===== src/rtl/bus_arbiter_if.sv =====
// Handshake signals of both bus masters plus the shared system-bus side of bus_arbiter.
// The m0_lock signal exists only when BUS_ARBITER_LOCK_EN is defined.
interface bus_arbiter_if;
  logic        m0_req,   m1_req;
  logic        m0_we,    m1_we;
  logic [15:0] m0_addr,  m1_addr;
  logic [15:0] m0_wdata, m1_wdata;
`ifdef BUS_ARBITER_LOCK_EN
  logic        m0_lock;
`endif
  logic        m0_ack,   m1_ack;
  logic [15:0] m0_rdata, m1_rdata;
  logic [15:0] bus_addr;
  logic [15:0] bus_wdata;
  logic        bus_oe;
  logic        bus_w,    bus_r;
  logic [15:0] bus_rdata;
  logic        busy;

  // master: the requesters and the bus slaves around the arbiter
  modport master (
`ifdef BUS_ARBITER_LOCK_EN
    output m0_lock,
`endif
    output m0_req, m1_req, m0_we, m1_we, m0_addr, m1_addr,
    output m0_wdata, m1_wdata, bus_rdata,
    input  m0_ack, m1_ack, m0_rdata, m1_rdata,
    input  bus_addr, bus_wdata, bus_oe, bus_w, bus_r, busy
  );

  // slave: the arbiter itself
  modport slave (
`ifdef BUS_ARBITER_LOCK_EN
    input  m0_lock,
`endif
    input  m0_req, m1_req, m0_we, m1_we, m0_addr, m1_addr,
    input  m0_wdata, m1_wdata, bus_rdata,
    output m0_ack, m1_ack, m0_rdata, m1_rdata,
    output bus_addr, bus_wdata, bus_oe, bus_w, bus_r, busy
  );
endinterface


===== src/rtl/bus_arbiter.sv =====
// Two-master round-robin arbiter/sequencer for the 16-bit system bus (IDLE -> ACCESS -> DONE).
// Define BUS_ARBITER_LOCK_EN to add the master 0 lock that keeps multi-word sequences atomic.
module bus_arbiter #(
  parameter int unsigned WAIT_RAM = 1,
  parameter int unsigned WAIT_IO  = 2
) (
  input  logic         clk,
  input  logic         reset,
  bus_arbiter_if.slave bus
);

  typedef enum logic [1:0] {
    IDLE   = 2'd0,
    ACCESS = 2'd1,
    DONE   = 2'd2
  } state_e;

  localparam logic [3:0] WAIT_RAM_C = 4'(WAIT_RAM);
  localparam logic [3:0] WAIT_IO_C  = 4'(WAIT_IO);

  state_e      state_q, state_d;
  logic        last_grant_q, last_grant_d;
  logic [15:0] m0_rdata_q, m0_rdata_d;
  logic [15:0] m1_rdata_q, m1_rdata_d;
  logic [3:0]  cnt_q, cnt_d;
  logic        grant_q, grant_d;   // 0 = master 0, 1 = master 1
  logic        we_q, we_d;
  logic [15:0] addr_q, addr_d;
  logic [15:0] wdata_q, wdata_d;
  logic        lock_hold;
  logic        sel_m1;

`ifdef BUS_ARBITER_LOCK_EN
  assign lock_hold = bus.m0_lock;
`else
  assign lock_hold = 1'b0;
`endif

  // A tie goes to whoever was not granted last, unless master 0 holds the lock.
  assign sel_m1 = !bus.m0_req || (bus.m1_req && !lock_hold && !last_grant_q);

  always_comb begin
    // NOTE: every signal written here gets its default first, so no path through the case infers a latch.
    state_d      = state_q;
    last_grant_d = last_grant_q;
    m0_rdata_d   = m0_rdata_q;
    m1_rdata_d   = m1_rdata_q;
    cnt_d        = cnt_q;
    grant_d      = grant_q;
    we_d         = we_q;
    addr_d       = addr_q;
    wdata_d      = wdata_q;

    unique case (state_q)
      IDLE: begin
        if (bus.m0_req || bus.m1_req) begin
          grant_d = sel_m1;
          we_d    = sel_m1 ? bus.m1_we    : bus.m0_we;
          addr_d  = sel_m1 ? bus.m1_addr  : bus.m0_addr;
          wdata_d = sel_m1 ? bus.m1_wdata : bus.m0_wdata;
          cnt_d   = addr_d[15] ? WAIT_IO_C : WAIT_RAM_C;
          state_d = ACCESS;
        end
      end
      ACCESS: begin
        if (cnt_q == 4'd0) begin
          if (!we_q) begin
            if (grant_q) m1_rdata_d = bus.bus_rdata;
            else         m0_rdata_d = bus.bus_rdata;
          end
          state_d = DONE;
        end else begin
          cnt_d = cnt_q - 4'd1;
        end
      end
      DONE: begin
        last_grant_d = grant_q | lock_hold;
        state_d      = IDLE;
      end
      default: state_d = IDLE;
    endcase
  end

  // NOTE: sequential state is updated only with non-blocking assignments so every flop samples pre-edge values.
  always_ff @(posedge clk) begin
    if (reset) begin
      state_q      <= IDLE;
      last_grant_q <= 1'b1;
      m0_rdata_q   <= '0;
      m1_rdata_q   <= '0;
    end else begin
      state_q      <= state_d;
      last_grant_q <= last_grant_d;
      m0_rdata_q   <= m0_rdata_d;
      m1_rdata_q   <= m1_rdata_d;
    end
  end

  // NOTE: the transfer latches carry no reset; IDLE always reloads them before ACCESS or DONE can observe them.
  always_ff @(posedge clk) begin
    cnt_q   <= cnt_d;
    grant_q <= grant_d;
    we_q    <= we_d;
    addr_q  <= addr_d;
    wdata_q <= wdata_d;
  end

  always_comb begin
    bus.bus_addr  = (state_q == ACCESS) ? addr_q  : 16'h0000;
    bus.bus_wdata = (state_q == ACCESS) ? wdata_q : 16'h0000;
    bus.bus_r     = (state_q == ACCESS) && !we_q;
    bus.bus_w     = (state_q == ACCESS) &&  we_q;
    bus.bus_oe    = (state_q == ACCESS) &&  we_q;
    bus.m0_ack    = (state_q == DONE)   && !grant_q;
    bus.m1_ack    = (state_q == DONE)   &&  grant_q;
    bus.m0_rdata  = m0_rdata_q;
    bus.m1_rdata  = m1_rdata_q;
    bus.busy      = (state_q != IDLE);
  end

endmodule

===== src/flat_wrapper.sv =====
// flat-port wrapper written by rule: the top's interface ports become plain ports
module bus_arbiter_flat 
#(
  parameter int unsigned WAIT_RAM = 1,
  parameter int unsigned WAIT_IO  = 2
)
  (clk, reset, bus_m0_req, bus_m1_req, bus_m0_we, bus_m1_we, bus_m0_addr, bus_m1_addr, bus_m0_wdata, bus_m1_wdata, bus_bus_rdata, bus_m0_ack, bus_m1_ack, bus_m0_rdata, bus_m1_rdata, bus_bus_addr, bus_bus_wdata, bus_bus_oe, bus_bus_w, bus_bus_r, bus_busy);
  bus_arbiter_if bus_i ();
  input  logic clk;
  input  logic reset;
  input wire logic [$bits(bus_i.m0_req)-1:0] bus_m0_req;
  input wire logic [$bits(bus_i.m1_req)-1:0] bus_m1_req;
  input wire logic [$bits(bus_i.m0_we)-1:0] bus_m0_we;
  input wire logic [$bits(bus_i.m1_we)-1:0] bus_m1_we;
  input wire logic [$bits(bus_i.m0_addr)-1:0] bus_m0_addr;
  input wire logic [$bits(bus_i.m1_addr)-1:0] bus_m1_addr;
  input wire logic [$bits(bus_i.m0_wdata)-1:0] bus_m0_wdata;
  input wire logic [$bits(bus_i.m1_wdata)-1:0] bus_m1_wdata;
  input wire logic [$bits(bus_i.bus_rdata)-1:0] bus_bus_rdata;
  output wire logic [$bits(bus_i.m0_ack)-1:0] bus_m0_ack;
  output wire logic [$bits(bus_i.m1_ack)-1:0] bus_m1_ack;
  output wire logic [$bits(bus_i.m0_rdata)-1:0] bus_m0_rdata;
  output wire logic [$bits(bus_i.m1_rdata)-1:0] bus_m1_rdata;
  output wire logic [$bits(bus_i.bus_addr)-1:0] bus_bus_addr;
  output wire logic [$bits(bus_i.bus_wdata)-1:0] bus_bus_wdata;
  output wire logic [$bits(bus_i.bus_oe)-1:0] bus_bus_oe;
  output wire logic [$bits(bus_i.bus_w)-1:0] bus_bus_w;
  output wire logic [$bits(bus_i.bus_r)-1:0] bus_bus_r;
  output wire logic [$bits(bus_i.busy)-1:0] bus_busy;
  assign bus_i.m0_req = bus_m0_req;
  assign bus_i.m1_req = bus_m1_req;
  assign bus_i.m0_we = bus_m0_we;
  assign bus_i.m1_we = bus_m1_we;
  assign bus_i.m0_addr = bus_m0_addr;
  assign bus_i.m1_addr = bus_m1_addr;
  assign bus_i.m0_wdata = bus_m0_wdata;
  assign bus_i.m1_wdata = bus_m1_wdata;
  assign bus_i.bus_rdata = bus_bus_rdata;
  assign bus_m0_ack = bus_i.m0_ack;
  assign bus_m1_ack = bus_i.m1_ack;
  assign bus_m0_rdata = bus_i.m0_rdata;
  assign bus_m1_rdata = bus_i.m1_rdata;
  assign bus_bus_addr = bus_i.bus_addr;
  assign bus_bus_wdata = bus_i.bus_wdata;
  assign bus_bus_oe = bus_i.bus_oe;
  assign bus_bus_w = bus_i.bus_w;
  assign bus_bus_r = bus_i.bus_r;
  assign bus_busy = bus_i.busy;
  bus_arbiter #(.WAIT_RAM(WAIT_RAM), .WAIT_IO(WAIT_IO)) u_core (.clk(clk), .reset(reset), .bus(bus_i));
endmodule

===== config.mk =====
export PLATFORM = sky130hd
export DESIGN_NAME = bus_arbiter_flat
export DESIGN_NICKNAME = d
export VERILOG_FILES = /design/src/rtl/bus_arbiter_if.sv /design/src/rtl/bus_arbiter.sv /design/src/flat_wrapper.sv
export SDC_FILE = /design/constraint.sdc
export NUM_CORES = 1
export LEC_CHECK = 0
export BUFFER_PORTS_ARGS = -buffer_cell sky130_fd_sc_hd__buf_2
export CORE_MARGIN = 2
export CORE_UTILIZATION = 50
export DETAILED_ROUTE_END_ITERATION = 10
export PLACE_DENSITY = 0.85
export SYNTH_ARGS = -nofsm -noshare
export SYNTH_HDL_FRONTEND = slang
export SYNTH_SLANG_ARGS = --single-unit

===== constraint.sdc =====
create_clock -name clk -period 4.8 [get_ports clk]
set_input_delay 0.48 -clock clk [delete_from_list [all_inputs] [get_ports clk]]
set_output_delay 0.48 -clock clk [all_outputs]
set_load 0.01 [all_outputs]

**Word level (Yosys, flattened, before mapping)**

Index checks and enable logic that the tools add are counted.

- Reductions and logical operators: 20
- Multiplexer cells: 12
- Add/subtract/negate cells: 1
- Equality and inequality tests: 5
- Bitwise gates (word level): 2

Operators with widths:

| operator | count |
|---|---|
| 16-bit two-way mux | 4 |
| 4-bit two-way mux | 2 |
| 4-bit one-hot mux with 2 select lines | 1 |
| 4-bit AND reduction | 2 |
| 2-bit two-way mux | 3 |
| 1-bit logical AND | 5 |
| 1-bit zero test | 4 |
| 4-bit zero test | 1 |
| 2-bit by 1-bit inequality test with 1-bit output (second input constant) | 2 |
| 2-bit one-hot mux with 2 select lines | 1 |
| 2-bit AND reduction | 2 |
| 2-bit nonzero test | 2 |
| 4-bit by 1-bit subtractor with 4-bit output (second input constant) | 1 |
| 3-bit AND reduction | 1 |
| 2-bit by 1-bit == test with 1-bit output (second input constant) | 1 |
| 2-bit == test (second input constant) | 1 |
| 2-bit zero test | 1 |
| 1-bit logical OR | 2 |
| 2-bit inequality test (second input constant) | 1 |
| 1-bit NOT | 2 |
| 1-bit two-way mux | 1 |

- Register bits: 73
- Output and inout bits: 70
- Word-level logic and storage cells: 49
- Input bits: 86

**Depth between registers and ports, before layout**

- Depth in word-level cells: 7
- Mapped depth: 8
- Mapped depth without buffers: 5

**Worst setup path before layout**

No wires, ideal clock.

- Path kind: register -> register
- Start point: register u_core.state_q[1]
- End point: register u_core.addr_q[0], enable pin
- Arrival time: 2.134 ns
- Required time: 4.374 ns
- Slack: 2.240 ns
- Buffers on the path: 0
- Stages on the path, launching flop included: 3
- Period minus slack after synthesis: 2.560 ns
- Library setup time: 0.426 ns
- Cell sequence: dfxtp_1 > or2_2 > nor2_1

- Word-level cells in the longest chain between the ends: 2

Ends and longest elaborated chain:

| what | line | source |
|---|---|---|
| from (decl) | bus_arbiter.sv:21 | `state_e state_q, state_d;` |
| from (signal assigned) | bus_arbiter.sv:92 | `state_q <= state_d;` |
| 2-bit zero test | bus_arbiter.sv:54 | `unique case (state_q)` |
| 2-bit AND reduction (no source line) | n/a |  |
| to (signal assigned) | bus_arbiter.sv:104 | `addr_q <= addr_d;` |
| to (decl) | bus_arbiter.sv:28 | `logic [15:0] addr_q, addr_d;` |

Every way passes these cells.
A chain may end at the register's enable or synchronous reset.

**Worst setup path after layout**

- Start point: register u_core.state_q[0]
- End point: output bus_bus_addr[6]

- Word-level cells in the longest chain between the ends: 2

Ends and longest elaborated chain:

| what | line | source |
|---|---|---|
| 2-bit by 1-bit == test with 1-bit output | bus_arbiter.sv:109 | `bus.bus_addr = (state_q == ACCESS) ? addr_q : 16'h0000;` |
| 16-bit two-way mux | bus_arbiter.sv:109 |  |
| to (decl) | flat_wrapper.sv:24 | `output wire logic [$bits(bus_i.bus_addr)-1:0] bus_bus_addr;` |

Every way passes these cells.

==> impl_metrics.ini <==
[power]
design_power_total_mw = 1.58
internal_power_mw = 1.15
p_comb_share_pct = 21.3
leakage_nw = 2.04
sequentialPowerShare_pct = 49.0
clkPwrFrac_pct = 29.7
p_sw_mw = 0.439
peakVddDrop_uv = 234
power.density_mw_per_mm2 = 362
switching_share_pct = 27.7

[detailed_routing]
dr.pass1.iters = 4
drt_wl_total_um = 7360
route.detailed.drc = 0
viasPerCell = 4.92
ant_nets = 0
post_drt_wl_per_cell_um = 14.5
num_vias = 2492
drtIter0Drc = 110

[logic_synthesis]
ys_top_cells_by_area = edfxtp_1 34%, dfxtp_1 21%, mux2_2 11%
synth-main-ff-cell = edfxtp_1
yosysWarningCount = 0
synthCells = 275
yosys.area.top_type_share_pct = 33.7
synth_edf_count = 38
ys_async_sr_fraction_pct = 0
ys_ff_latch = 73
synth_cell_types = 31
synthesis.area_mm2 = 0.00339
synth_nets = 362
synth_seq_area_share_pct = 54.4
avgSynthCellArea_um2 = 12.3
synth_top_area_cell = edfxtp_1

[cells_and_area]
fin_nets = 511
layout-drive-gt1-share_pct = 49.2
diodes = 0
area_delta_synth_final_pct = 29.1
stdcell_count = 506
final_util_pct = 67.7
fin_area_mm2 = 0.00437

[outcome]
outcome = finished, final reports clean

[global_routing]
antenna_found_initial = 0
first_global_vias = 2486
grtUsageTotal_pct = 20.2
grt-ovfl-total = 0
grt_max_degree = 52
grt_pass1_wl_um = 11600

[timing]
post-route-period-util_pct = 52.7
setup_viol_count_final = 0
grt_setup_unrepaired = no
fin_hold_ws_ps = 420
slew_viol_final = 0
post-route-min-period_ps = 2530
max_freq_ghz = 0.395
skew_ps = 14.7
maxSlewHeadroom_pct = 27.6
hold_viol = 0
setup_ws_ps = 2270
tightestPinTransition_ps = 1080
fin_tns_setup_ps = 0

[place]
placedCellCount = 490
place_congestion = 0.747
post-dp-hpwl_um = 5430
placed_area_mm2 = 0.00418
dp_slack_ps = 2580
numPortBuffers = 155

[cts]
holdBufCountCts = 0
cts-root-buf = clkbuf_8
cts_buffers = 9
post-cts-setup-buffers = 0
clock_latency_ps = 340
h-tree-depth = 3
cts_buffer_depth = 2
cts.sinks = 73
cts_resized = 0
cts_tree = done
clkSlewWorstSetupHoldPaths_ps = 80

[die]
die_area_mm2 = 0.00745
io-pin-count = 156
coreArea_mm2 = 0.00646
initial_core_util_pct = 52.4
die_x_um = 86.3
rows = 29
die_y_um = 86.3

[setup_path]
path_class = reg -> out
worstPathRequired_ps = 4320
critical_path_arrival_ps = 2050
crit_fanout = 37
endpoint_kind = output port
r2r_slack_ps = 2680
start_kind = register

[worst_hold_path]
min_path_type = in -> reg

[run]
cap_violations = 0
-- synthesized netlist by cell type, drive strengths merged, types with 2 or more instances --
library cell / count
and2: 34
xnor2: 2
buf: 9
dfxtp: 35
nand2b: 50
or4: 2
nor3: 3
nor4: 2
mux2i: 32
clkbuf: 10
mux2: 33
nor2: 9
inv: 5
edfxtp: 38
-- cells by family after synthesis --
| group | share of synthesized area [%] |
|---|---|
| DFF | 54.4 |
| and+or+nand+nor | 19.4 |
| buffers and inverters | 3.70 |
| adders and majority gates | 0.369 |
| muxes | 20.4 |
| xor gates and xnor gates | 0.517 |
| AOI/OAI and AO/OA | 1.18 |
-- final timing paths --
kind / to / startpoint / cells past startpoint
worst max-delay path: bus_bus_addr[6] / u_core.state_q[0]$_SDFFE_PP0P_ / 3
worst min-delay path: u_core.bus.m1_rdata[2]$_SDFFE_PP0P_ / bus_bus_rdata[2] / 3
worst max register to register: u_core.bus.m0_rdata[8]$_SDFFE_PP0P_ / u_core.cnt_q[0]$_DFFE_PP_ / 6
worst min register to register: u_core.bus.m1_rdata[8]$_SDFFE_PP0P_ / u_core.bus.m1_rdata[8]$_SDFFE_PP0P_ / 2
-- flip-flops by register name (all words and copies together) (netlist names) --
signal and count:
u_core.bus.m0_rdata 16, u_core.we_q 1, u_core.bus.m1_rdata 16, u_core.state_q 2
u_core.grant_q 1, u_core.wdata_q 16, u_core.last_grant_q 1, u_core.cnt_q 4
u_core.addr_q 16
-- critical path, cell delays in order (launching register included) --
cell     delay, ps
dfxtp_1        400
nor2b_2        890
and2_1         280
buf_2          140
-- cell type report --
cell class                      instances  area (µm²)
Fill cell                             479        2090
Clock inverter                          6        66.3
Tap cell                               77        96.3
Multi-Input combinational cell        178        1430
Inverter                                5        18.8
Sequential cell                        73        1840
Clock buffer                           10         128
Timing Repair Buffer                  157         791
-- power by group through the flow --
stage / registers (mW) / clock network [mW] / logic (mW)
final: 0.777 / 0.470 / 0.337
after global routing: 0.786 / 0.504 / 0.373
after CTS: 0.777 / 0.480 / 0.343
after detailed placement: 0.790 / 0 / 0.341
after global placement: 0.790 / 0 / 0.329
after floorplan: 0.786 / 0 / 0.218
-- cells in the final DEF, fill, tap and decap left out --
master      netlist  final
buf_4             2      2
xnor2_1           2      2
or3_1             1      1
nor4_4            1      1
and2_1           34     34
or2_2             1      1
clkinvlp_4        0      3
edfxtp_1         38     38
o21ai_0           1      1
or2b_1            1      1
nor2_4            0      1
or4_2             1      1
nor2b_2           0      1
dfxtp_1          35     35
inv_6             0      1
ha_1              1      1
inv_1             5      5
a211oi_1          1      1
nand2b_1         50     50
a211o_1           1      1
bufinv_16         0      1
or3b_1            1      1
or4_4             1      1
a221oi_1          1      1
nor4_1            1      1
clkbuf_1         10      1
nor3_1            3      3
clkinv_2          0      1
buf_2             3    155
clkbuf_8          0      9
mux2_2           33     33
nor2_1            9      8
a221o_1           1      1
mux2i_1          32     32
-- routing by layer --
| metal | track usage [%] | wire length [µm] | up-vias |
|---|---|---|---|
| met3 | 6.95 | 701 | 10 |
| li1 | - | - | 1236 |
| met1 | 24.0 | 3010 | 1126 |
| met4 | 8.66 | 112 | 0 |
| met5 | 0 | 0 | - |
| met2 | 33.5 | 3540 | 120 |
Note: power is estimated with default switching activity, not from simulation.
